===== src/rtl/gat_pkg.sv =====
// Shared types and constants for the GAT layer scheduler: stage ids, FSM states
// and the bit offsets of the packed status word.
package gat_pkg;

    localparam int NUM_STAGES = 4;

    typedef enum logic [1:0] {
        STG_SPMM,
        STG_DMVM,
        STG_SM,
        STG_AGGR
    } stage_e;

    typedef enum logic [1:0] {
        IDLE,
        RUN,
        DONE,
        ERROR
    } sched_state_e;

    localparam int STATUS_ISSUED   = 0;
    localparam int STATUS_INFLIGHT = 4;
    localparam int STATUS_PERR     = 8;
    localparam int STATUS_TIMEOUT  = 12;
    localparam int STATUS_DONE_CNT = 16;

endpackage


===== src/rtl/gat_stage_tracker.sv =====
// Book-keeping for one compute stage: issue/done counters, in-flight flag,
// registered go pulse with its sub-graph index, watchdog and protocol-error flag.
module gat_stage_tracker #(
    parameter int SG_W    = 16,
    parameter int TIMEOUT = 1048576
) (
    input  logic            clk,
    input  logic            rst,
    input  logic            clr,
    input  logic            issue,
    input  logic            done_pulse,
    output logic            go,
    output logic [SG_W-1:0] idx,
    output logic [SG_W-1:0] iss_cnt,
    output logic [SG_W-1:0] done_cnt,
    output logic            inflight,
    output logic            issued_ever,
    output logic            perr,
    output logic            timeout
);

    localparam int WD_W = $clog2(TIMEOUT + 1);

    logic [WD_W-1:0] wd;

    always_ff @(posedge clk) begin
        if (rst) begin
            go          <= 1'b0;
            idx         <= '0;
            iss_cnt     <= '0;
            done_cnt    <= '0;
            inflight    <= 1'b0;
            issued_ever <= 1'b0;
            perr        <= 1'b0;
            timeout     <= 1'b0;
            wd          <= '0;
        end else begin
            go <= issue;
            if (clr) begin
                iss_cnt     <= '0;
                done_cnt    <= '0;
                inflight    <= 1'b0;
                issued_ever <= 1'b0;
                perr        <= 1'b0;
                timeout     <= 1'b0;
                wd          <= '0;
            end else begin
                // issue only fires when idle, so it never collides with an accepted done
                if (issue) begin
                    idx         <= iss_cnt;
                    iss_cnt     <= iss_cnt + SG_W'(1);
                    inflight    <= 1'b1;
                    issued_ever <= 1'b1;
                    wd          <= '0;
                end else if (done_pulse && inflight) begin
                    inflight <= 1'b0;
                    done_cnt <= done_cnt + SG_W'(1);
                    wd       <= '0;
                end else if (inflight && !timeout) begin
                    if (wd == WD_W'(TIMEOUT - 1)) timeout <= 1'b1;
                    wd <= wd + WD_W'(1);
                end
                if (done_pulse && !inflight) perr <= 1'b1;
            end
        end
    end

endmodule


===== src/rtl/gat_stage_scheduler.sv =====
// Layer sequencer: issues SPMM -> DMVM -> SOFTMAX -> AGGR over N sub-graphs,
// overlapping stages up to BUF_DEPTH buffers, with watchdog and status readout.
module gat_stage_scheduler
    import gat_pkg::*;
#(
    parameter int SG_W      = 16,
    parameter int BUF_DEPTH = 2,
    parameter int TIMEOUT   = 1048576,
    parameter int CYC_W     = 32
) (
    input  logic                             clk,
    input  logic                             rst,
    input  logic                             start_i,
    input  logic [SG_W-1:0]                  num_subgraph_i,
    output logic [NUM_STAGES-1:0]            stage_go_o,
    output logic [NUM_STAGES-1:0][SG_W-1:0]  stage_idx_o,
    input  logic [NUM_STAGES-1:0]            stage_done_i,
    output logic                             busy_o,
    output logic                             done_o,
    output logic                             err_o,
    output logic [31:0]                      status_o,
    output logic [CYC_W-1:0]                 cycle_cnt_o,
    output sched_state_e                     dbg_state_o
);

    // Stage handshake: stage_go_o[s] is a one-cycle pulse with stage_idx_o[s] valid
    // on it; the stage answers later with a one-cycle stage_done_i[s]. One job per stage.

    sched_state_e          state, state_nxt;
    logic [SG_W-1:0]       num_q;
    logic                  clr, run_ok, aggr_last;
    logic [NUM_STAGES-1:0] issue, inflight, issued, perr, timeout;
    logic [SG_W-1:0]       iss_cnt  [NUM_STAGES];
    logic [SG_W-1:0]       done_cnt [NUM_STAGES];

    assign run_ok    = (state == RUN) && !(|timeout);
    // Look ahead on the final AGGR done so done_o lands on the very next cycle
    assign aggr_last = stage_done_i[NUM_STAGES-1] && inflight[NUM_STAGES-1] &&
                       (done_cnt[NUM_STAGES-1] + SG_W'(1) == num_q);

    for (genvar s = 0; s < NUM_STAGES; s++) begin : g_stage
        logic up_ok, down_ok;
        if (s == int'(STG_SPMM)) begin : g_first
            assign up_ok = 1'b1;
        end else begin : g_up
            assign up_ok = done_cnt[s-1] > iss_cnt[s];
        end
        if (s == int'(STG_AGGR)) begin : g_last
            assign down_ok = 1'b1;
        end else begin : g_down
            assign down_ok = (iss_cnt[s] - done_cnt[s+1]) < SG_W'(BUF_DEPTH);
        end
        assign issue[s] = run_ok && !inflight[s] && (iss_cnt[s] < num_q) && up_ok && down_ok;

        gat_stage_tracker #(
            .SG_W    (SG_W),
            .TIMEOUT (TIMEOUT)
        ) u_trk (
            .clk         (clk),
            .rst         (rst),
            .clr         (clr),
            .issue       (issue[s]),
            .done_pulse  (stage_done_i[s]),
            .go          (stage_go_o[s]),
            .idx         (stage_idx_o[s]),
            .iss_cnt     (iss_cnt[s]),
            .done_cnt    (done_cnt[s]),
            .inflight    (inflight[s]),
            .issued_ever (issued[s]),
            .perr        (perr[s]),
            .timeout     (timeout[s])
        );
    end

    always_ff @(posedge clk) begin
        if (rst) begin
            state       <= IDLE;
            num_q       <= '0;
            cycle_cnt_o <= '0;
        end else begin
            state <= state_nxt;
            if (clr) begin
                num_q       <= num_subgraph_i;
                cycle_cnt_o <= '0;
            end else if (state == RUN && cycle_cnt_o != '1) begin
                cycle_cnt_o <= cycle_cnt_o + CYC_W'(1);
            end
        end
    end

    always_comb begin
        state_nxt = state;
        clr       = 1'b0;
        case (state)
            IDLE: begin
                if (start_i) begin
                    clr       = 1'b1;
                    state_nxt = (num_subgraph_i == '0) ? DONE : RUN;
                end
            end
            RUN: begin
                if (|timeout)      state_nxt = ERROR;
                else if (aggr_last) state_nxt = DONE;
            end
            DONE:    state_nxt = IDLE;
            ERROR:   state_nxt = ERROR;
            default: state_nxt = IDLE;
        endcase
    end

    always_comb begin
        status_o = '0;
        status_o[STATUS_ISSUED   +: NUM_STAGES] = issued;
        status_o[STATUS_INFLIGHT +: NUM_STAGES] = inflight;
        status_o[STATUS_PERR     +: NUM_STAGES] = perr;
        status_o[STATUS_TIMEOUT  +: NUM_STAGES] = timeout;
        status_o[STATUS_DONE_CNT +: 16]         = 16'(done_cnt[NUM_STAGES-1]);
    end

    assign busy_o      = (state == RUN) || (state == ERROR);
    assign done_o      = (state == DONE);
    assign err_o       = |timeout;
    assign dbg_state_o = state;

endmodule


===== config.mk =====
export PLATFORM = sky130hd
export DESIGN_NAME = gat_stage_scheduler
export DESIGN_NICKNAME = d
export VERILOG_FILES = /design/src/rtl/gat_pkg.sv /design/src/rtl/gat_stage_tracker.sv /design/src/rtl/gat_stage_scheduler.sv
export SDC_FILE = /design/constraint.sdc
export NUM_CORES = 1
export LEC_CHECK = 0
export ABC_AREA = 1
export BUFFER_PORTS_ARGS = -buffer_cell sky130_fd_sc_hd__buf_2
export CAP_MARGIN = 30
export CORE_MARGIN = 8
export CORE_UTILIZATION = 50
export DETAILED_ROUTE_END_ITERATION = 8
export PLACE_DENSITY = 0.76
export SYNTH_ARGS = -nofsm -noshare
export SYNTH_HDL_FRONTEND = slang
export SYNTH_SLANG_ARGS = --single-unit

===== constraint.sdc =====
create_clock -name clk -period 6.41 [get_ports clk]
set_input_delay 1.282 -clock clk [delete_from_list [all_inputs] [get_ports clk]]
set_output_delay 1.282 -clock clk [all_outputs]
set_load 0.1 [all_outputs]

# After elaboration in Yosys (flattened, before gate mapping)
# Cells that the tools add are included.
# Widths: inputs -> output; s select.
dict set report totals {
  ff_bits 346
  output_inout_bits 137
}
dict set report op_classes {
  addsub 16
  n_lt_le_gt_ge 10
  eq_ne 11
  muxes 15
  bitwise_logic 9
  reduce_logical 64
}
# operator count
set op_table {}
lappend op_table {{$add 16x1->16 const B} 8}
lappend op_table {{$add 21x1->21 const B} 4}
lappend op_table {{$eq 21x20->1 const B} 4}
lappend op_table {{$lt 16x16->1} 4}
lappend op_table {{$gt 16x16->1} 3}
lappend op_table {{$lt 16x2->1 const B} 3}
lappend op_table {{$sub 16x16->16} 3}
lappend op_table {{$add 32x1->32 const B} 1}
lappend op_table {{$ne 32x32->1 const B} 1}
lappend op_table {{$logic_and 1x1->1} 29}
lappend op_table {{$reduce_or 4->1} 5}
lappend op_table {{$reduce_and 2->1} 9}
lappend op_table {{$eq 16x16->1} 1}
lappend op_table {{$logic_not 16->1} 1}
lappend op_table {{$reduce_and 4->1} 4}
lappend op_table {{$mux 1} 10}
lappend op_table {{$logic_not 1->1} 9}
lappend op_table {{$not 1->1} 9}
lappend op_table {{$mux 2} 4}
lappend op_table {{$pmux 2 s4} 1}
lappend op_table {{$reduce_bool 2->1} 4}
lappend op_table {{$eq 2x2->1 const B} 2}
lappend op_table {{$ne 3x3->1 const B} 1}
lappend op_table {{$eq 2x1->1 const B} 1}
lappend op_table {{other kinds (4)} 4}

# Depth between registers and ports, before layout
dict set report logic_depth {
  word_depth 9
  mapped_depth 21
  depth_no_buf 20
}

# Hierarchy
# A second synthesis with hierarchy kept.
dict set report hier_totals {
  hier_cells 3322
  hier_area_um2 22098.7
}
# module n_inst cells_each area_per_inst_um2 seq_area_each_um2
set by_module_without_submodules {}
lappend by_module_without_submodules {{gat_stage_tracker at g_stage[0].u_trk ...} 3 481 3432.0 1481.4}
lappend by_module_without_submodules {gat_stage_scheduler 1 1397 8428.1 1001.0}
lappend by_module_without_submodules {{gat_stage_tracker at g_stage[3].u_trk} 1 482 3374.5 1481.4}

# Worst setup path after synthesis
# Ideal clock, no wire load.
dict set report synth_timing {
  kind {register -> output}
  start {register state[1], in the netlist dbg_state_o[1]}
  end {output done_o}
  arrival_time_ns 2.411
  slack_ns 2.717
  path_stages_with_launch 3
  cell_sequence {dfxtp_1 -> inv_1 -> nor2_1}
}
dict set report synth_between {
  elab_chain_len 1
}
# element line_no
set synth_rtl {}
lappend synth_rtl {{start, declared} gat_stage_scheduler.sv:29} ;# sched_state_e state, state_nxt;
lappend synth_rtl {{start signal, assigned} gat_stage_scheduler.sv:81} ;# state <= state_nxt;
lappend synth_rtl {{$eq 2x2->1} gat_stage_scheduler.sv:121} ;# assign done_o = (state == DONE);
lappend synth_rtl {{end, declared} gat_stage_scheduler.sv:19} ;# output logic done_o,
# Every way passes these cells.

# Final worst setup path
dict set report layout_timing {
  start {register g_stage[1].u_trk.iss_cnt[0]}
  end {register g_stage[1].u_trk.wd[19]}
}
dict set report layout_between {
  elab_chain_len 5
}
# element line_no
set layout_rtl {}
lappend layout_rtl {{start, declared} gat_stage_tracker.sv:14} ;# output logic [SG_W-1:0] iss_cnt,
lappend layout_rtl {{start signal, assigned} gat_stage_tracker.sv:51} ;# iss_cnt <= iss_cnt + SG_W'(1);
lappend layout_rtl {{branches (longest 3 deep; another with $sub 16x16->16)} -}
lappend layout_rtl {{$logic_and 1x1->1 *} gat_stage_scheduler.sv:53} ;# assign issue[s] = run_ok && !inflight[s] && (iss_cnt[s] < num_q) && up_ok && down_ok;
lappend layout_rtl {{$reduce_or 4->1 (no source line) *} -}
lappend layout_rtl {{end signal, assigned} gat_stage_tracker.sv:61} ;# wd <= wd + WD_W'(1);
lappend layout_rtl {{end, declared} gat_stage_tracker.sv:24} ;# logic [WD_W-1:0] wd;
# Mark *: on every way between the ends.
# A chain may end at the register's enable or synchronous reset.

==> results.sh <==
export IMPL_swShare=0.3281
export IMPL_die_x_um=228.3
export IMPL_dieArea_mm2=0.05210
export IMPL_postCtsSetupBuffers=0
export IMPL_cts_tree="yes"
export IMPL_seqPwrFrac=0.390
export IMPL_status="finished clean"
export IMPL_chipHeight_um=228.3
export IMPL_ys_seq_area_frac=0.3075
export IMPL_holdPathStages=2
export IMPL_grt_max_degree=56
export IMPL_coreArea_mm2=0.04432
export IMPL_rsz0062_at_grt="no"
export IMPL_worstHoldStart="g_stage[2].u_trk.idx[11]"
export IMPL_crit_type="flop to flop"
export IMPL_synth_avg_cell_area_um2=6.647
export IMPL_finalHoldViolCount=0
export IMPL_r2r_end="g_stage[1].u_trk.wd[19]"
export IMPL_drt_initial_drc_count=1717
export IMPL_worst_pin_slew_ps=846.9
export IMPL_reg2reg_from="g_stage[1].u_trk.iss_cnt[0]"
export IMPL_cp_max_fo=34
export IMPL_final_net_count=3670
export IMPL_min_period_ps=3690
export IMPL_synth_edf_count=0
export IMPL_track_usage=0.2344
export IMPL_clkLatencyLatePin_ps=570
export IMPL_end_kind="flop"
export IMPL_p_leak_nw=10.98
export IMPL_drv_cap=0
export IMPL_slew_violations=0
export IMPL_comb_power_share=0.188
export IMPL_h_tree_depth=2
export IMPL_ioPinCount=160
export IMPL_gp_congestion=0.9526
export IMPL_grt_pass1_wl_um=102800
export IMPL_drive_gt1_frac=0.09484
export IMPL_synth_fp_nets=3578
export IMPL_start_util=0.5083
export IMPL_clkPwrFrac=0.421
export IMPL_io_buffers=159
export IMPL_post_route_util=0.5630
export IMPL_min_to="g_stage[2].u_trk.idx[11]"
export IMPL_p_per_area_mw_per_mm2=232.9
export IMPL_cp_arrival_ps=4100
export IMPL_clock_sinks=346
export IMPL_synthCells=3389
export IMPL_drc_errors=0
export IMPL_vias=21950
export IMPL_dp_cells=4031
export IMPL_fin_skew_ps=28.93
export IMPL_fin_crit_sh=0.5757
export IMPL_cts_resized=0
export IMPL_ys_seq_elements=346
export IMPL_ctsRootBufferMaster="clkbuf_16"
export IMPL_hpwl_um=47280
export IMPL_rrSetupSlack_ps=2720
export IMPL_grt_pass1_vias=20050
export IMPL_synthToLayoutAreaGrowth_pct=10.76
export IMPL_hp_class="flop to flop"
export IMPL_place_area_mm2=0.02355
export IMPL_cts_made_buffers=40
export IMPL_num_rows=77
export IMPL_syn_area_mm2=0.02253
export IMPL_clk_pin_slew_ps=60
export IMPL_drtPass1Iterations=7
export IMPL_netSwitchingPower_mw=1.907
export IMPL_ant_nets=0
export IMPL_cp_start_kind="flop"
export IMPL_synth_ff_type="dfxtp_1"
export IMPL_p_int_mw=3.904
export IMPL_antenna_found_initial=2
export IMPL_hold_buffers=0
export IMPL_cts_buffer_depth=3
export IMPL_ir_drop_mv=0.4868
export IMPL_fmax_mhz=271.0
export IMPL_grt_overflow=0
export IMPL_stdcell_area_mm2=0.02495
export IMPL_fill_cells=4245
export IMPL_slew_headroom=0.4338
export IMPL_tns_ps=0
export IMPL_vias_per_cell=5.349
export IMPL_setup_viol=0
export IMPL_totalWireLength_um=63620
export IMPL_cp_required_ps=6820
export IMPL_synth_distinct_cells=58
export IMPL_async_flop_share=0
export IMPL_post_drt_wl_per_cell_um=15.50
export IMPL_yosys_warnings=0
export IMPL_reg2reg_depth=17
export IMPL_stdcell_count=4104
[cell usage in the layout, fill, tap and decap left out, drive strengths merged, types with 4 or more instances in the layout]
cell and instances:
xor2 109, inv 463, o21a 7, nor4 31
buf 171, nand3b 12, xnor2 21, bufinv 6
ha 163, clkbuf 50, and2 12, nor3b 11
nand4 119, clkinvlp 5, a21oi 268, nor3 98
o21ai 129, clkinv 11, dfxtp 346, nor2 401
nand3 217, or2 9, nand2 823, and3 5
a31oi 4
[power by group through the flow]
| stage | Clock, mW | Combinational [mW] | Sequential [mW] |
|---|---|---|---|
| 6_report | 2.45 | 1.09 | 2.27 |
| 2_1_floorplan | 0 | 0.579 | 2.60 |
| 4_1_cts | 2.49 | 1.09 | 2.27 |
| 3_3_place_gp | 0 | 1.07 | 2.31 |
| 3_5_place_dp | 0 | 1.08 | 2.31 |
| 5_1_grt | 2.57 | 1.18 | 2.28 |
[area by class of cell]
class | instances | area (µm²) | share of cell area
antenna | 1 | 2.502 | 0.0001003
clock buffer | 50 | 1110 | 0.04448
inverter | 463 | 1748 | 0.07005
clock inverter | 22 | 291.5 | 0.01168
timing repair buffer | 171 | 944.7 | 0.03786
multi-input combinational | 2459 | 13190 | 0.5286
tap | 592 | 740.7 | 0.02968
sequential | 346 | 6927 | 0.2776
[worst max-delay path by stage]
stage                                          to                   startpoint  cells after the start
after floorplan                            done_o               dbg_state_o[1]                      2
after detailed placement  g_stage[1].u_trk.wd[18]  g_stage[1].u_trk.iss_cnt[0]                     17
final                     g_stage[1].u_trk.wd[19]  g_stage[1].u_trk.iss_cnt[0]                     17
after CTS                 g_stage[1].u_trk.wd[19]  g_stage[1].u_trk.iss_cnt[0]                     17
after global routing      g_stage[1].u_trk.wd[19]  g_stage[1].u_trk.iss_cnt[0]                     17
after global placement    g_stage[1].u_trk.wd[18]  g_stage[1].u_trk.iss_cnt[0]                     17
[sequential cells by signal (all words and copies together) (netlist names)]
signal	count
dbg_state_o	2
g_stage.u_trk.idx	64
cycle_cnt_o	32
g_stage.u_trk.done_cnt	64
g_stage.u_trk.go	4
g_stage.u_trk.inflight	4
g_stage.u_trk.iss_cnt	64
g_stage.u_trk.issued_ever	4
g_stage.u_trk.perr	4
g_stage.u_trk.wd	84
num_q	16
g_stage.u_trk.timeout	4
[critical path: stages, from the launching register on]
cell and delay, ps:
dfxtp_1 440, inv_2 90, nand2_1 110, inv_1 70, fa_1 400, inv_1 110, nand3_1 100, nand2_1 150
nand2_1 90, nand3_1 70, nand2_1 70, nor2_1 110, nand2_1 80, nor2_2 510, nand4_2 150, buf_4 270
nand3_1 610, nor2_1 110
[through the flow]
step                      power (mW)  hold slack [ps]  setup WS [ps]
final                          5.811            459.7           2720
after global routing           6.024            472.4           2307
after CTS                      5.843            461.2           2726
after detailed placement       3.394            452.2           2770
after global placement         3.378            443.9           2500
after floorplan                3.181            430.4           2717
[layer usage]
layer	wire length [µm]	vias to the layer above	track usage
li1	-	11180	-
met1	28900	9841	0.3156
met2	26970	784	0.3663
met3	5124	143	0.04108
met4	2618	0	0.09886
met5	0	-	0
[cell families (layout without fill, tap and decap cells)]
logic type | after synthesis | after routing | synth area share
compound gates | 422 | 422 | 0.09808
xor+xnor | 131 | 131 | 0.05154
fa+ha+maj | 166 | 166 | 0.09320
buf+inv | 584 | 706 | 0.1075
flops | 346 | 346 | 0.3075
other cells | 0 | 1 | 0
simple gates | 1740 | 1740 | 0.3422
[cells in the mapped netlist, types with 15 or more instances]
master	number	share of area
clkbuf_1	50	0.0083
inv_2	17	0.0028
nand2_1	803	0.13
a21oi_1	259	0.058
xnor2_1	21	0.0082
o21ai_0	117	0.026
ha_1	163	0.091
inv_1	441	0.073
nor2_1	381	0.063
nand3_1	212	0.047
dfxtp_1	346	0.31
buf_4	45	0.015
nand2_2	18	0.0050
nand4_1	115	0.032
nor2_2	15	0.0042
xor2_1	109	0.042
nor3_1	94	0.021
buf_2	19	0.0042
nor4_1	30	0.0083
No activity file was read; power rests on OpenSTA's default activity.
